## src/rtl/full_st1_data_in_pkg.sv

```systemverilog
// Shared types and defaults for the fully-connected stage-1 input buffer.
package full_st1_data_in_pkg;

    localparam int DEF_DEPTH     = 8;
    localparam int DEF_FRAME_LEN = 6;
    localparam int DEF_CNT_W     = 16;

    // 24-bit mantissa / 8-bit exponent float carried as an opaque 32-bit word
    typedef logic [31:0] float_24_8_t;

    // One buffered stream word: frame-start marker plus payload
    typedef struct packed {
        logic        fst;
        float_24_8_t data;
    } stream_entry_t;

    // Width of a counter over 0..n-1, never narrower than one bit
    function automatic int idx_width(input int n);
        return (n > 1) ? $clog2(n) : 1;
    endfunction

endpackage

```

## src/rtl/full_st1_data_in_if.sv

```systemverilog
// Valid/ready stream of float_24_8 words with a frame-start flag and an
// almost-full hint travelling back towards the source.
interface full_st1_data_in_if;
    import full_st1_data_in_pkg::*;

    float_24_8_t data;
    logic        fst;
    logic        vld;
    logic        rdy;
    logic        pre_rdy;

    modport master (output data, output fst, output vld, input rdy, input pre_rdy);
    modport slave  (input data, input fst, input vld, output rdy, output pre_rdy);

endinterface

```

## src/rtl/full_st1_data_in_stage_fifo_ctrl.sv

```systemverilog
// Pointer/occupancy bookkeeping for the FWFT input FIFO. Flow-control outputs
// depend only on registered occupancy, so out_rdy never reaches in_rdy.
module stage_fifo_ctrl #(
    parameter int DEPTH = 8
) (
    input  logic                     clk,
    input  logic                     reset,
    input  logic                     in_vld,
    input  logic                     out_rdy,
    output logic                     in_rdy,
    output logic                     in_pre_rdy,
    output logic                     out_vld,
    output logic                     push,
    output logic                     pop,
    output logic [$clog2(DEPTH)-1:0] wr_ptr,
    output logic [$clog2(DEPTH)-1:0] rd_ptr,
    output logic [$clog2(DEPTH):0]   level
);

    localparam int PTR_W = $clog2(DEPTH);
    localparam logic [PTR_W:0] FULL_LVL = (PTR_W + 1)'(DEPTH);
    localparam logic [PTR_W:0] PRE_LVL  = (PTR_W + 1)'(DEPTH - 2);

    // Handshakes and flow-control flags derived from the current occupancy
    always_comb begin
        in_rdy     = (level != FULL_LVL);
        in_pre_rdy = (level <= PRE_LVL);
        out_vld    = (level != '0);
        push       = in_vld & in_rdy;
        pop        = out_vld & out_rdy;
    end

    // Pointers wrap naturally because DEPTH is a power of two
    always_ff @(posedge clk) begin
        if (reset) begin
            wr_ptr <= '0;
            rd_ptr <= '0;
            level  <= '0;
        end else begin
            if (push) begin
                wr_ptr <= wr_ptr + 1'b1;
            end
            if (pop) begin
                rd_ptr <= rd_ptr + 1'b1;
            end
            case ({push, pop})
                2'b10:   level <= level + 1'b1;
                2'b01:   level <= level - 1'b1;
                default: level <= level;
            endcase
        end
    end

endmodule

```

## src/rtl/full_st1_data_in.sv

```systemverilog
// Input buffer for fully-connected stage 1: FWFT FIFO between the stage-0
// forward stream and the stage-1 controller, plus a frame-length checker.
module full_st1_data_in
    import full_st1_data_in_pkg::*;
#(
    parameter int DEPTH     = DEF_DEPTH,
    parameter int FRAME_LEN = DEF_FRAME_LEN,
    parameter int CNT_W     = DEF_CNT_W
) (
    input  logic                   clk,
    input  logic                   reset,
    full_st1_data_in_if.slave      in_s,
    full_st1_data_in_if.master     out_s,
    output logic [$clog2(DEPTH):0] level,
    output logic [CNT_W-1:0]       frame_cnt,
    output logic                   frame_err
);

    localparam int PTR_W = $clog2(DEPTH);
    localparam int IDX_W = idx_width(FRAME_LEN);
    localparam logic [IDX_W-1:0] LAST_IDX = IDX_W'(FRAME_LEN - 1);

    logic             push;
    logic             pop;
    logic             out_vld;
    logic [PTR_W-1:0] wr_ptr;
    logic [PTR_W-1:0] rd_ptr;

    stream_entry_t    mem [DEPTH];

    logic [IDX_W-1:0] idx;
    logic [IDX_W-1:0] idx_next;
    logic             short_err;
    logic             long_err;

    stage_fifo_ctrl #(
        .DEPTH (DEPTH)
    ) u_ctrl (
        .clk        (clk),
        .reset      (reset),
        .in_vld     (in_s.vld),
        .out_rdy    (out_s.rdy),
        .in_rdy     (in_s.rdy),
        .in_pre_rdy (in_s.pre_rdy),
        .out_vld    (out_vld),
        .push       (push),
        .pop        (pop),
        .wr_ptr     (wr_ptr),
        .rd_ptr     (rd_ptr),
        .level      (level)
    );

    // Storage is cleared on reset so the head word reads zero while empty
    always_ff @(posedge clk) begin
        if (reset) begin
            for (int i = 0; i < DEPTH; i++) begin
                mem[i] <= '0;
            end
        end else if (push) begin
            mem[wr_ptr] <= '{fst: in_s.fst, data: in_s.data};
        end
    end

    // First-word-fall-through: the head entry is always on the output
    always_comb begin
        out_s.data = mem[rd_ptr].data;
        out_s.fst  = mem[rd_ptr].fst;
        out_s.vld  = out_vld;
    end

    // Frame alignment rules; nothing is judged until the first fst has been seen
    always_comb begin
        short_err = push & in_s.fst & (idx != '0) & (frame_cnt != '0);
        long_err  = push & ~in_s.fst & (idx == '0) & (frame_cnt != '0);
        if (in_s.fst) begin
            idx_next = (FRAME_LEN == 1) ? '0 : IDX_W'(1);
        end else begin
            idx_next = (idx == LAST_IDX) ? '0 : idx + 1'b1;
        end
    end

    // Input-side frame position, frame counter and sticky error flag
    always_ff @(posedge clk) begin
        if (reset) begin
            idx       <= '0;
            frame_cnt <= '0;
            frame_err <= 1'b0;
        end else if (push) begin
            idx <= idx_next;
            if (in_s.fst) begin
                frame_cnt <= frame_cnt + 1'b1;
            end
            if (short_err | long_err) begin
                frame_err <= 1'b1;
            end
        end
    end

endmodule

```

## src/flat_wrapper.sv

```systemverilog
// flat-port wrapper written by rule: the top's interface ports become plain ports
module full_st1_data_in_flat import full_st1_data_in_pkg::*;
#(
    parameter int DEPTH     = DEF_DEPTH,
    parameter int FRAME_LEN = DEF_FRAME_LEN,
    parameter int CNT_W     = DEF_CNT_W
)
  (clk, reset, level, frame_cnt, frame_err, in_s_data, in_s_fst, in_s_vld, in_s_rdy, in_s_pre_rdy, out_s_data, out_s_fst, out_s_vld, out_s_rdy, out_s_pre_rdy);
  full_st1_data_in_if in_s_i ();
  full_st1_data_in_if out_s_i ();
  input  logic clk;
  input  logic reset;
  output logic [$clog2(DEPTH):0] level;
  output logic [CNT_W-1:0] frame_cnt;
  output logic frame_err;
  input wire logic [$bits(in_s_i.data)-1:0] in_s_data;
  input wire logic [$bits(in_s_i.fst)-1:0] in_s_fst;
  input wire logic [$bits(in_s_i.vld)-1:0] in_s_vld;
  output wire logic [$bits(in_s_i.rdy)-1:0] in_s_rdy;
  output wire logic [$bits(in_s_i.pre_rdy)-1:0] in_s_pre_rdy;
  output wire logic [$bits(out_s_i.data)-1:0] out_s_data;
  output wire logic [$bits(out_s_i.fst)-1:0] out_s_fst;
  output wire logic [$bits(out_s_i.vld)-1:0] out_s_vld;
  input wire logic [$bits(out_s_i.rdy)-1:0] out_s_rdy;
  input wire logic [$bits(out_s_i.pre_rdy)-1:0] out_s_pre_rdy;
  assign in_s_i.data = in_s_data;
  assign in_s_i.fst = in_s_fst;
  assign in_s_i.vld = in_s_vld;
  assign in_s_rdy = in_s_i.rdy;
  assign in_s_pre_rdy = in_s_i.pre_rdy;
  assign out_s_data = out_s_i.data;
  assign out_s_fst = out_s_i.fst;
  assign out_s_vld = out_s_i.vld;
  assign out_s_i.rdy = out_s_rdy;
  assign out_s_i.pre_rdy = out_s_pre_rdy;
  full_st1_data_in #(.DEPTH(DEPTH), .FRAME_LEN(FRAME_LEN), .CNT_W(CNT_W)) u_core (.clk(clk), .reset(reset), .in_s(in_s_i), .out_s(out_s_i), .level(level), .frame_cnt(frame_cnt), .frame_err(frame_err));
endmodule
```

## config.mk

```make
export PLATFORM = sky130hd
export DESIGN_NAME = full_st1_data_in_flat
export DESIGN_NICKNAME = d
export VERILOG_FILES = /design/src/rtl/full_st1_data_in_pkg.sv /design/src/rtl/full_st1_data_in_if.sv /design/src/rtl/full_st1_data_in_stage_fifo_ctrl.sv /design/src/rtl/full_st1_data_in.sv /design/src/flat_wrapper.sv
export SDC_FILE = /design/constraint.sdc
export NUM_CORES = 1
export LEC_CHECK = 0
export ABC_CLOCK_PERIOD_IN_PS = 7150
export CELL_PAD_IN_SITES_DETAIL_PLACEMENT = 1
export CELL_PAD_IN_SITES_GLOBAL_PLACEMENT = 2
export CORE_MARGIN = 1.5
export CORE_UTILIZATION = 30
export DETAILED_ROUTE_END_ITERATION = 8
export GPL_TIMING_DRIVEN = 1
export PLACE_DENSITY = 0.56
export SLEW_MARGIN = 20
export SYNTH_ARGS = -nofsm -noshare
export SYNTH_HDL_FRONTEND = slang
export SYNTH_HIERARCHICAL = 1
export SYNTH_SLANG_ARGS = --single-unit
export TNS_END_PERCENT = 5
```

## constraint.sdc

```tcl
create_clock -name clk -period 7.15 [get_ports clk]
set_clock_uncertainty 0.2 [all_clocks]
set_input_delay 1.43 -clock clk [delete_from_list [all_inputs] [get_ports clk]]
set_output_delay 1.43 -clock clk [all_outputs]
set_load 0.005 [all_outputs]
```

### Yosys cells after proc, flatten, opt, wreduce, memory -nomap -nowiden

Memory sizes are Yosys's and may differ from the RTL's. A register that Yosys moved wholly into a read port is not among the register bits.
Index checks and enable logic that the tools add are counted.

* add/sub/neg operators: 6
* multipliers: 0
* div/mod/pow operators: 0
* magnitude comparators: 1
* eq/ne operators: 4
* shift operators: 0
* muxes and demuxes: 13
* bitwise operators: 10
* reductions and logical operators: 8

Operator list (count)
* $mux W33: 1
* $reduce_or A33 Y1: 1
* $add A16 B1 Y16 const B: 1
* $reduce_bool A16 Y1: 1
* $mux W3: 5
* $add A3 B1 Y3 const B: 3
* $and A1 B1 Y1: 8
* $pmux W4 S2: 1
* $mux W1: 6
* $add A4 B1 Y4 const B: 1
* $le A4 B3 Y1 const B: 1
* $ne A4 B4 Y1 const B: 1
* $reduce_and A2 Y1: 2
* $reduce_bool A4 Y1: 1
* $sub A4 B1 Y4 const B: 1
* $eq A3 B3 Y1 const B: 1
* $logic_not A3 Y1: 1
* $reduce_bool A3 Y1: 1
* $eq A2 B1 Y1 const B: 1
* $eq A2 B2 Y1 const B: 1
* $reduce_bool A2 Y1: 1
* $not A1 Y1: 1
* $or A1 B1 Y1: 1

* flip-flop bits (word level): 30
* latch bits: 0
* RAM bits: 264
* ROM bits: 0
* output and inout port bits: 57
* logic and storage cells: 49
* memories: 1

Memories
* u_core.mem: words 8, width 33, read ports 1, clocked after memory_dff 1, write ports 8, line full_st1_data_in.sv:29 `stream_entry_t mem [DEPTH];`

### Depth between registers and ports, before layout

* depth after elaboration: 7
* gate-level depth with buffers: 10
* depth with buffers taken out: 10

### Cells and area by module

Netlist, hierarchy kept.

Modules (own cells, without submodules)
* full_st1_data_in: times used 1, cells an instance 804, area an instance 12802.3 um2, seq. area each 8328.0 um2
* stage_fifo_ctrl: times used 1, cells an instance 59, area an instance 544.3 um2, seq. area each 200.2 um2

### Least setup slack after synthesis

Ideal clock, no wire load.

* kind: reg2out
* from: reg u_core/u_ctrl/rd_ptr[0] (netlist name)
* to: out out_s_data[25]
* arrival time: 1.541 ns
* required time: 5.520 ns
* slack: 3.979 ns
* cell stages (with the launch flop): 5
* buffers on the path: 2
* cells stage by stage: dfxtp_1 > buf_6 > buf_6 > mux4_1 > mux2_2

RTL lines
* end, declared: line flat_wrapper.sv:21 `output wire logic [$bits(out_s_i.data)-1:0] out_s_data;`

==> out/metrics.csv <==
stage,metric,value,unit
synth,syn-cell-area,13300,sq um
worst_setup_path,crit_slowest_cell,dfxtp_4,
pwr,p_sw,1220,uW
pwr,switching_share,25.9,%
drt,wirelength,34900,um
cts,post-cts-setup-buffer-count,0,
timing,fin_crit,4.89,ns
synth,synth_edf_count,264,
synth,synth_top_area_cell,edfxtp_1,
drt,ant_nets,0,
global_routing,grt_pass1_vias,8216,
cts,cts.sinks,294,
timing,timing.fmax,205,MHz
pwr,power_density,295,nW/um^2
global_routing,antenna_found_initial,1,
drt,avgRoutedWirePerCell,22.0,um
timing,fin_setup_tns,0,ns
synth,avgSynthCellArea,15.5,sq um
cts,clkLatencyLatePin,0.51,ns
finish,final_area,16000,sq um
synth,yosys-top-cells-area,"edfxtp_1, and2_1, mux4_2",
cts,cts_resized,0,
timing,setup_ws,2.26,ns
synth,postSynth.asyncResetShare,0,%
finish,area_growth,19.9,%
placement,place_area,15000,sq um
synth,synth_nets,909,
hold_path,hold_class,register to register,
worst_setup_path,worstSetupEndpointType,primary output,
synth,ys_types,52,
floorplanning,io_pins,95,
finish,antenna_cells,0,
timing,finalSetupViolations,0,
worst_setup_path,required,5.52,ns
worst_setup_path,critPathMaxFanout,28,
synth,seq_area_frac_synth,63.9,%
timing,hold_viol,0,
finish,drive_gt1_share,19.1,%
drt,viasPerCell,4.67,
status,outcome,"complete, no violations",
worst_setup_path,cp_data_arrival_time,3.26,ns
timing,relSlewSlack,42.6,%
cts,path_clk_slew,0.06,ns
drt,drc_errors,0,
job,maxCapViolations,0,
pwr,combinationalPowerShare,20.5,%
cts,cts_max_level,2,
pwr,p_leak,0.00563,uW
timing,min_period_over_period,68.3,%
worst_setup_path,path_cells,buf_4 -> mux4_1 -> mux2_2 -> clkdlybuf4s50_1,
finish,nets,1012,
global_routing,grt_usage,15.5,%
placement,place_congestion,0.674,
synth,ys_ff_latch,294,
global_routing,grt_max_degree,46,
placement,place.port_buffers,93,
pwr,p_int,3490,uW
worst_setup_path,path_delay_family,buffers and inverters,
floorplanning,core.rowCount,77,
placement,hpwlAfterDp,19100,um
placement,pre_cts_slack,2.04,ns
synth,synth_top_area_share,59.4,%
worst_setup_path,startpoint_type,register,
pwr,pwr-share-seq,44.6,%
timing,finalMaxSlewViolations,0,
timing,worst_pin_slew,0.861,ns
synth,yosys_warnings,6,
pwr,p_clk_share,34.9,%
floorplanning,fp.dieH,214,um
global_routing,grt_pass1_wl,52700,um
cts,hold_buffers,0,
cts,clock-root-buffer,clkbuf_16,
synth,synth_cells,863,
drt,drt-pass1-iter-count,5,
pwr,fin_total_pwr,4710,uW
synth,synthFlopType,edfxtp_1,
worst_setup_path,worstSetupPathType,register to primary output,
pwr,ir_drop,0.000138,V
cts,numCtsBuffers,36,
worst_setup_path,crit_buf_inv,2,
worst_setup_path,cpPeakStageDelay,0.76,ns
cts,cts_tree,yes,
timing,hold_slack,0.299,ns
drt,drt_iter0_markers,379,
drt,vias,7393,
floorplanning,start_util,30.3,%
floorplanning,die_x,214,um
timing,rsz0062_at_grt,false,
floorplanning,die_area,45800,sq um
global_routing,overflow,0,
cts,cts_buffer_depth,3,
floorplanning,coreArea,44000,sq um
## kinds of logic (layout without fill, tap and decap cells)
| logic type | count (synthesis) | in the layout | synth area share (%) |
|---|---|---|---|
| fa+ha+maj | 8 | 8 | 0.806 |
| mux | 101 | 101 | 14.3 |
| simple gates | 364 | 364 | 16.9 |
| compound gates | 18 | 18 | 0.759 |
| buf+inv | 59 | 187 | 2.15 |
| xor+xnor | 19 | 19 | 1.25 |
| flops | 294 | 294 | 63.9 |
## flip-flops by register name (all words and copies together), names as in the netlist
signal                cells
u_core/idx                3
u_core/mem              264
u_core/frame_cnt         16
u_core/frame_err          1
u_core/u_ctrl/wr_ptr      3
u_core/u_ctrl/rd_ptr      3
u_core/u_ctrl/level       4
## power by group through the flow
stage          sequential [uW]  combinational (uW)  clock [uW]
3_3_place_gp              2140                 990           0
6_report                  2100                 965        1650
2_1_floorplan             2050                 663           0
3_5_place_dp              2150                 994           0
4_1_cts                   2110                 999        1710
5_1_grt                   2120                1040        1790
## synthesized netlist by cell type (all sizes together), types with 2 or more instances
cell      n
and2    264
xor2     10
nand3    11
nor2     35
nand4     5
mux4     66
or4       2
nand2b    2
nor3      7
nand3b    2
nor4      8
a31oi     2
mux2     34
ha        7
nand2    12
dfxtp    30
edfxtp  264
inv      10
or2       8
a21oi    10
clkbuf   28
o21ai     3
xnor2     9
buf      20
## cell type report
type	count	area [sq um]
fillers	4508	28000
flip-flops and latches	294	8540
multi-input cells	510	4560
repair buffers	114	1080
clock buffers	46	960
well taps	592	741
clock inverters	17	83.8
inverters	10	37.5
## stage by stage
step | std cells | utilization (%)
2_1_floorplan | 863 | -
4_1_cts | 1583 | 36.3
3_3_place_gp | 1520 | 34.0
6_report | 1583 | 36.3
5_1_grt | 1583 | 36.3
3_5_place_dp | 1520 | 34.0
## cells in the final DEF, fill, tap and decap left out, types with 21 or more instances in the layout
master / Yosys / final
mux4_2: 59 / 59
edfxtp_1: 264 / 264
buf_4: 0 / 21
clkdlybuf4s50_1: 0 / 92
nor2_1: 33 / 29
mux2_2: 33 / 33
and2_1: 264 / 264
clkbuf_16: 0 / 37
dfxtp_1: 30 / 27
## final timing paths
path	startpoint	end	slack [ns]	cells after the start
worst min-delay path	u_core/u_ctrl/rd_ptr[2]	u_core/u_ctrl/rd_ptr[2]	0.30	2
worst min register to register	u_core/u_ctrl/rd_ptr[2]	u_core/u_ctrl/rd_ptr[2]	0.30	2
worst max register to register	u_core/u_ctrl/level[0]	u_core/mem[4][26]	3.49	8
worst max-delay path	u_core/u_ctrl/rd_ptr[0]	out_s_data[27]	2.26	4
## worst reg2reg max path, cell delays in order, from the launching register on
cell	delay, ns
dfxtp_1	0.50
or4b_4	0.24
nand2_4	0.06
inv_1	0.31
nand2_1	0.28
nor4_4	0.18
buf_4	0.45
or2_2	0.78
buf_4	0.36
## metal layers
metal | routed length (um) | GRT usage, %
met5 | 13 | 0
met4 | 493 | 3.29
met3 | 1250 | 2.74
met2 | 17400 | 26.6
met1 | 15700 | 20.3
(Power assumes the default switching activity.)
==> edit 1: new RTL, same flow settings <==
Register the output `level`; this adds one clock of latency there. The other outputs are not delayed to match.
--- a/src/rtl/full_st1_data_in.sv
+++ b/src/rtl/full_st1_data_in.sv
@@ -21,2 +21,4 @@
     localparam logic [IDX_W-1:0] LAST_IDX = IDX_W'(FRAME_LEN - 1);
+
+    logic [$clog2(DEPTH):0] level_d;
 
@@ -49,3 +51,3 @@
         .rd_ptr     (rd_ptr),
-        .level      (level)
+        .level      (level_d)
     );
@@ -98,2 +100,6 @@
 
+    always_ff @(posedge clk) begin
+        level <= level_d;
+    end
+
 endmodule
Formal check against the unedited RTL: not equivalent (Yosys sat finds a counterexample within 4 cycles, from zero or initial values and one cycle with reset high).
==> edit 1 against the original RTL <==
  * Total power rose by 2.8%
  * Worst hold slack worse by 0.072 ns
  * Worst setup slack improved by 0.0020 ns
  * Synthesized area grew 0.22%
  * Routed wire length is 1.6% higher
  * Sequential cell count rose by 4
  * First-iteration DRC count decreased by 42%
  * Cell area rose by 0.70%
  * Largest cell class unchanged
==> edit 1: results (changes against the original RTL) <==
Finished Layout Cells = 1591 (+0.51%)
LEAKAGE = 5.67 nW (+0.84%)
TritonCTS buffer count = 37 (+2.8%)
Overall Global Routing Usage = 15.8% (+0.31 points)
clk root buf = clkbuf_16
Detailed Place HPWL = 19400 um (+1.5%)
vias in the first global route = 8223 (+0.085%)
outcome = finished, final reports clean
clock-pin slew on the worst setup and hold paths = 0.05 ns
placed cells = 1523 (+0.20%)
Pint = 0.00362 W (+3.5%)
Top Registers = u_core/mem: 264 flops, u_core/frame_cnt: 16 flops
global-route wire length before repair = 53700 um (+2.0%)
Longest Clk Path Bufs = 3 (unchanged)
worst path arrival time = 3.25 ns (about the same)
critical path fanouts, max = 37 (+32%)
R2R setup slack = 3.52 ns (+0.03 ns)
TritonRoute pass-1 iters = 6 (+1)
sequential area share after synthesis = 64.4% (+0.46 points)
xor and xnor area share after synthesis = 1.11% (-0.13 points)
Worst VDD drop = 0.147 mV (+6.1%)
share of cells above drive strength 1 = 19.6% (+0.49 points)
routability cong. = 0.673 (-0.19%)
clk_lat worst skew = 0.53 ns (+0.02 ns)
Hold WS = 0.227 ns (-0.0716 ns)
number of synthesized flops with an enable pin = 264 (unchanged)
multiplexer area fraction after synthesis = 14.1% (-0.23 points)
largest net degree at the start of global routing = 45 (-2.2%)
initial antenna violation count = 0 (-1)
Starting DRT DRC Count = 218 (-42%)
Final #Nets = 1016 (+0.40%)
Synth Area in Compound Gates = 0.926% (+0.17 points)
wirelength, routed = 35400 um (+1.6%)
Via density = 4.66 (-0.13%)
library cells used by synthesis = 48 (-7.7%)
number of H-tree levels = 2 (unchanged)
Worst-Margin Slew = 1.00 ns (+0.143 ns)
Synth Area in Adders = 0.804% (-0.0017 points)
Slew Viols, Final = 0 (unchanged)
Post-CTS Setup Inserts = 0 (unchanged)
Post-Synthesis Net Count = 914 (+0.55%)
synth top area cells = edfxtp_1, and2_1, mux4_2
DRC Markers = 0 (unchanged)
syn avg cell area = 15.4 um2 (-0.36%)
worst min-delay path category = register to register
Synth top cells by count = and2_1, edfxtp_1, mux4_2, dfxtp_1, mux2_2
edit 1: changes by cell type after synthesis, sizes merged, moves of 2 or more:
| cell | before | now |
|---|---|---|
| xor2 | 10 | 14 |
| nor2 | 35 | 32 |
| nor3 | 7 | 3 |
| buf | 20 | 16 |
| xnor2 | 9 | 3 |
| nand4 | 5 | 9 |
| clkbuf | 28 | 35 |
| nor4 | 8 | 6 |
| dfxtp | 30 | 34 |
| a21oi | 10 | 12 |
| and2 | 264 | 266 |
| inv | 10 | 8 |
edit 1: logic make-up after synthesis:
family / count (synthesis)
mux: 101
fa+ha+maj: 8
buf+inv: 59
simple gates: 363
compound gates: 22
flops: 298
xor+xnor: 17
edit 1: routing by layer:
layer | global-route usage (%) | vias to the layer above | part of all wire, %
met3 | 2.70 | 35 | 3.9
met4 | 3.76 | 0 | 1.5
met2 | 27.4 | 123 | 50
met1 | 20.5 | 3863 | 45
met5 | 0 | - | 0
li1 | - | 3400 | -
edit 1: cell type report:
class                           instances  area, um2
Timing Repair Buffer                  114       1090
Clock inverter                         15       93.8
Tap cell                              592        741
Sequential cell                       298       8620
Inverter                                8       30.0
Antenna cell                            2       5.00
Fill cell                            4562      28000
Clock buffer                           51       1020
Multi-Input combinational cell        511       4520
edit 1: through the flow:
stage / power (W) / instance area [um2] / worst slack [ns] / utilization [%]
5_1_grt: 0.00508 / 16100 / 2.00 / 36.5
4_1_cts: 0.00495 / 16100 / 2.10 / 36.5
3_3_place_gp: 0.00318 / 15000 / 1.99 / 34.0
6_report: 0.00485 / 16100 / 2.27 / 36.5
2_1_floorplan: 0.00275 / 13400 / 3.88 / -
3_5_place_dp: 0.00318 / 15000 / 2.00 / 34.0
edit 1: power by group through the flow:
| stage | Combinational, W | Clock, W | Sequential (W) |
|---|---|---|---|
| floorplan | 0.000664 | 0 | 0.00208 |
| global placement | 0.000982 | 0 | 0.00219 |
| detailed placement | 0.000984 | 0 | 0.00219 |
| CTS | 0.000990 | 0.00181 | 0.00216 |
| global route | 0.00104 | 0.00187 | 0.00218 |
| finish | 0.000954 | 0.00174 | 0.00215 |
edit 1: worst paths after layout:
| kind | from | cells after the start | to |
|---|---|---|---|
| min | u_core/u_ctrl/level[2]$_SDFFE_PP0P_ | 0 | u_core/level[2]$_DFF_P_ |
| max | u_core/u_ctrl/rd_ptr[0]$_SDFFE_PP0P_ | 4 | out_s_data[28] |
| min reg2reg | u_core/u_ctrl/level[2]$_SDFFE_PP0P_ | 0 | u_core/level[2]$_DFF_P_ |
| max reg2reg | u_core/u_ctrl/level[0]$_SDFFE_PP0P_ | 8 | u_core/mem[7][29]$_SDFFCE_PN0P_ |
edit 1: worst max-delay path, stage by stage (launching register included):
cell and delay (ns):
dfxtp_4 0.89, buf_4 0.50, mux4_2 0.58, mux2_2 0.28
clkdlybuf4s50_1 0.45
==> edit 2: new RTL, same flow settings <==
Made on the original files. Change the package constant `DEF_DEPTH` from 8 to 32.
--- a/src/rtl/full_st1_data_in_pkg.sv
+++ b/src/rtl/full_st1_data_in_pkg.sv
@@ -3,3 +3,3 @@
 
-    localparam int DEF_DEPTH     = 8;
+    localparam int DEF_DEPTH     = 32;
     localparam int DEF_FRAME_LEN = 6;
Ports: changed (resized level); port bits go from 95 to 97. No check against the original RTL was run, so the function may have changed too.
==> edit 2 against the original RTL <==
  * Synthesized area rose to 3.8 times the old value
  * Cell area rose to 3.6 times the old value
  * Total power rose to 3.6 times the old value
  * Routed wire length rose to 4.6 times the old value
  * Worst setup slack worse by 0.90 ns
  * Largest cell class unchanged
  * Critical endpoint is now out_s_data[7]
  * Critical path type unchanged
  * Clock power rose to 3.9 times the old value
  * Sequential cell count up 798
  * Worst hold slack better by 0.017 ns
  * Sequential share of layout area up 2.5 points
==> edit 2: results (changes against the original RTL) <==
Area growth syn-to-layout = 14.3%
post-synthesis cell count = 3805 (+340%)
global-route wire length before repair = 229000 um (+340%)
largest net degree at the start of global routing = 105 (+130%)
Finished Layout Cells = 6113 (+290%)
LEAKAGE = 20.1 nW (+260%)
Worst Hold End = u_core/frame_err$_SDFFE_PP0P_
CP endpoint = out_s_data[7]
pre-CTS setup slack = 1.45 ns (-0.586 ns)
share of cells above drive strength 1 = 9.75% (-9.3 points)
worst path arrival time = 4.16 ns (+0.90 ns)
number of H-tree levels = 4 (+2)
YS warnings = 6 (unchanged)
Starting DRT DRC Count = 1620 (+330%)
fillcell total = 17552 (+290%)
clock-pin slew on the worst setup and hold paths = 0.06 ns (about the same)
number of synthesized flops with an enable pin = 1056 (+300%)
routability cong. = 0.722 (+7.1%)
Slowest-stage cell, CP = and2_4
origin of the worst setup path = u_core/u_ctrl/rd_ptr[2]$_SDFFE_PP0P_
Critical R2R Capture = u_core/mem[5][18]$_SDFFCE_PN0P_
initial antenna violation count = 5 (+4)
hold-critical path depth = 2 (unchanged)
wirelength, routed = 161000 um (+360%)
library cells used by synthesis = 58 (+12%)
Hold Startpoint = u_core/frame_err$_SDFFE_PP0P_
worst min-delay path category = register to register
sequential area share after synthesis = 63.8% (-0.095 points)
port buffer count = 95 (+2.2%)
Overall Global Routing Usage = 18.6% (+3.1 points)
Final #Nets = 3850 (+280%)
Worst VDD drop = 0.232 mV (+68%)
cells on worst reg2reg path = 11 (+3)
Detailed Place HPWL = 89900 um (+370%)
crit-path max cell delay = 0.83 ns (+0.07 ns)
vias in the first global route = 31610 (+280%)
outcome = finished, final reports clean
placed cells = 5870 (+290%)
post-cts resize count = 0 (unchanged)
synth top area cells = edfxtp_1, and2_1, mux2i_1
critical path fanouts, max = 50 (+79%)
Post-DP Area = 54000 um2 (+260%)
Post-synth ARST share = 0% (unchanged)
Via density = 4.92 (+5.3%)
reg2reg start = u_core/u_ctrl/level[1]$_SDFFE_PP0P_
Synth top cells by count = and2_1, edfxtp_1, mux2i_1, clkbuf_1, nand2_1
grt met1 use = 25.6% (+5.3 points)
headroom to the max-slew limit = 23.7% (-19 points)
R2R setup slack = 2.75 ns (-0.74 ns)
clk_lat worst skew = 0.74 ns (+0.23 ns)
Hold WS = 0.316 ns (+0.0171 ns)
TritonCTS buffer count = 133 (+270%)
global-route met3 utilization = 2.39% (-0.36 points)
Top Registers = u_core/mem: 1056 flops, u_core/frame_cnt: 16 flops, u_core/u_ctrl/level: 6 flops
met2 Use GR = 30.4% (+3.8 points)
[edit 2: changes by cell type after synthesis, sizes merged, moves of 32 or more]
| cell | change |
|---|---|
| a21oi | +99 |
| mux2 | -33 |
| nand2 | +105 |
| nor2 | +32 |
| edfxtp | +792 |
| a31oi | +33 |
| mux4 | -66 |
| and2 | +793 |
| nand3 | +103 |
| a22oi | +99 |
| a22o | +66 |
| clkbuf | +194 |
| mux2i | +529 |
| buf | +100 |
[edit 2: worst max-delay path: cells and delay by family (launching register included)]
family | cells | cell delay, ns
and+or+nand+nor | 3 | 1.42
buffers and inverters | 3 | 1.20
AOI/OAI and AO/OA | 1 | 0.13
DFF | 1 | 0.62
[edit 2: report_power, final]
group | switching, W | total [W] | internal (W)
combinational | 0.00206 | 0.00327 | 0.00121
sequential | 0.000135 | 0.00742 | 0.00728
clock | 0.00265 | 0.00638 | 0.00373
total | 0.00485 | 0.0171 | 0.0122
[edit 2: kinds of logic (layout without fill, tap and decap cells)]
| kind of cell | Yosys count | count (layout) | share of synthesized area, % |
|---|---|---|---|
| adders and majority gates | 10 | 10 | 0.261 |
| and+or+nand+nor | 1465 | 1465 | 17.2 |
| DFF | 1092 | 1092 | 63.8 |
| buffers and inverters | 352 | 444 | 3.32 |
| other | 0 | 12 | 0 |
| xor gates and xnor gates | 20 | 20 | 0.345 |
| muxes | 531 | 531 | 10.5 |
| AOI/OAI and AO/OA | 335 | 335 | 4.59 |
[edit 2: layout make-up]
type,instances,area share [%]
clock buffers,181,6.33
repair buffers,204,3.28
clock inverters,49,0.663
diodes,12,0.0517
flip-flops and latches,1092,55.8
multi-input cells,2361,29.1
well taps,2204,4.75
inverters,10,0.0646
[edit 2: routing by layer]
metal,vias up,share of wire [%]
met5,-,0
met4,0,2.7
met3,169,3.4
met2,517,47
met1,15746,47
li1,13632,-
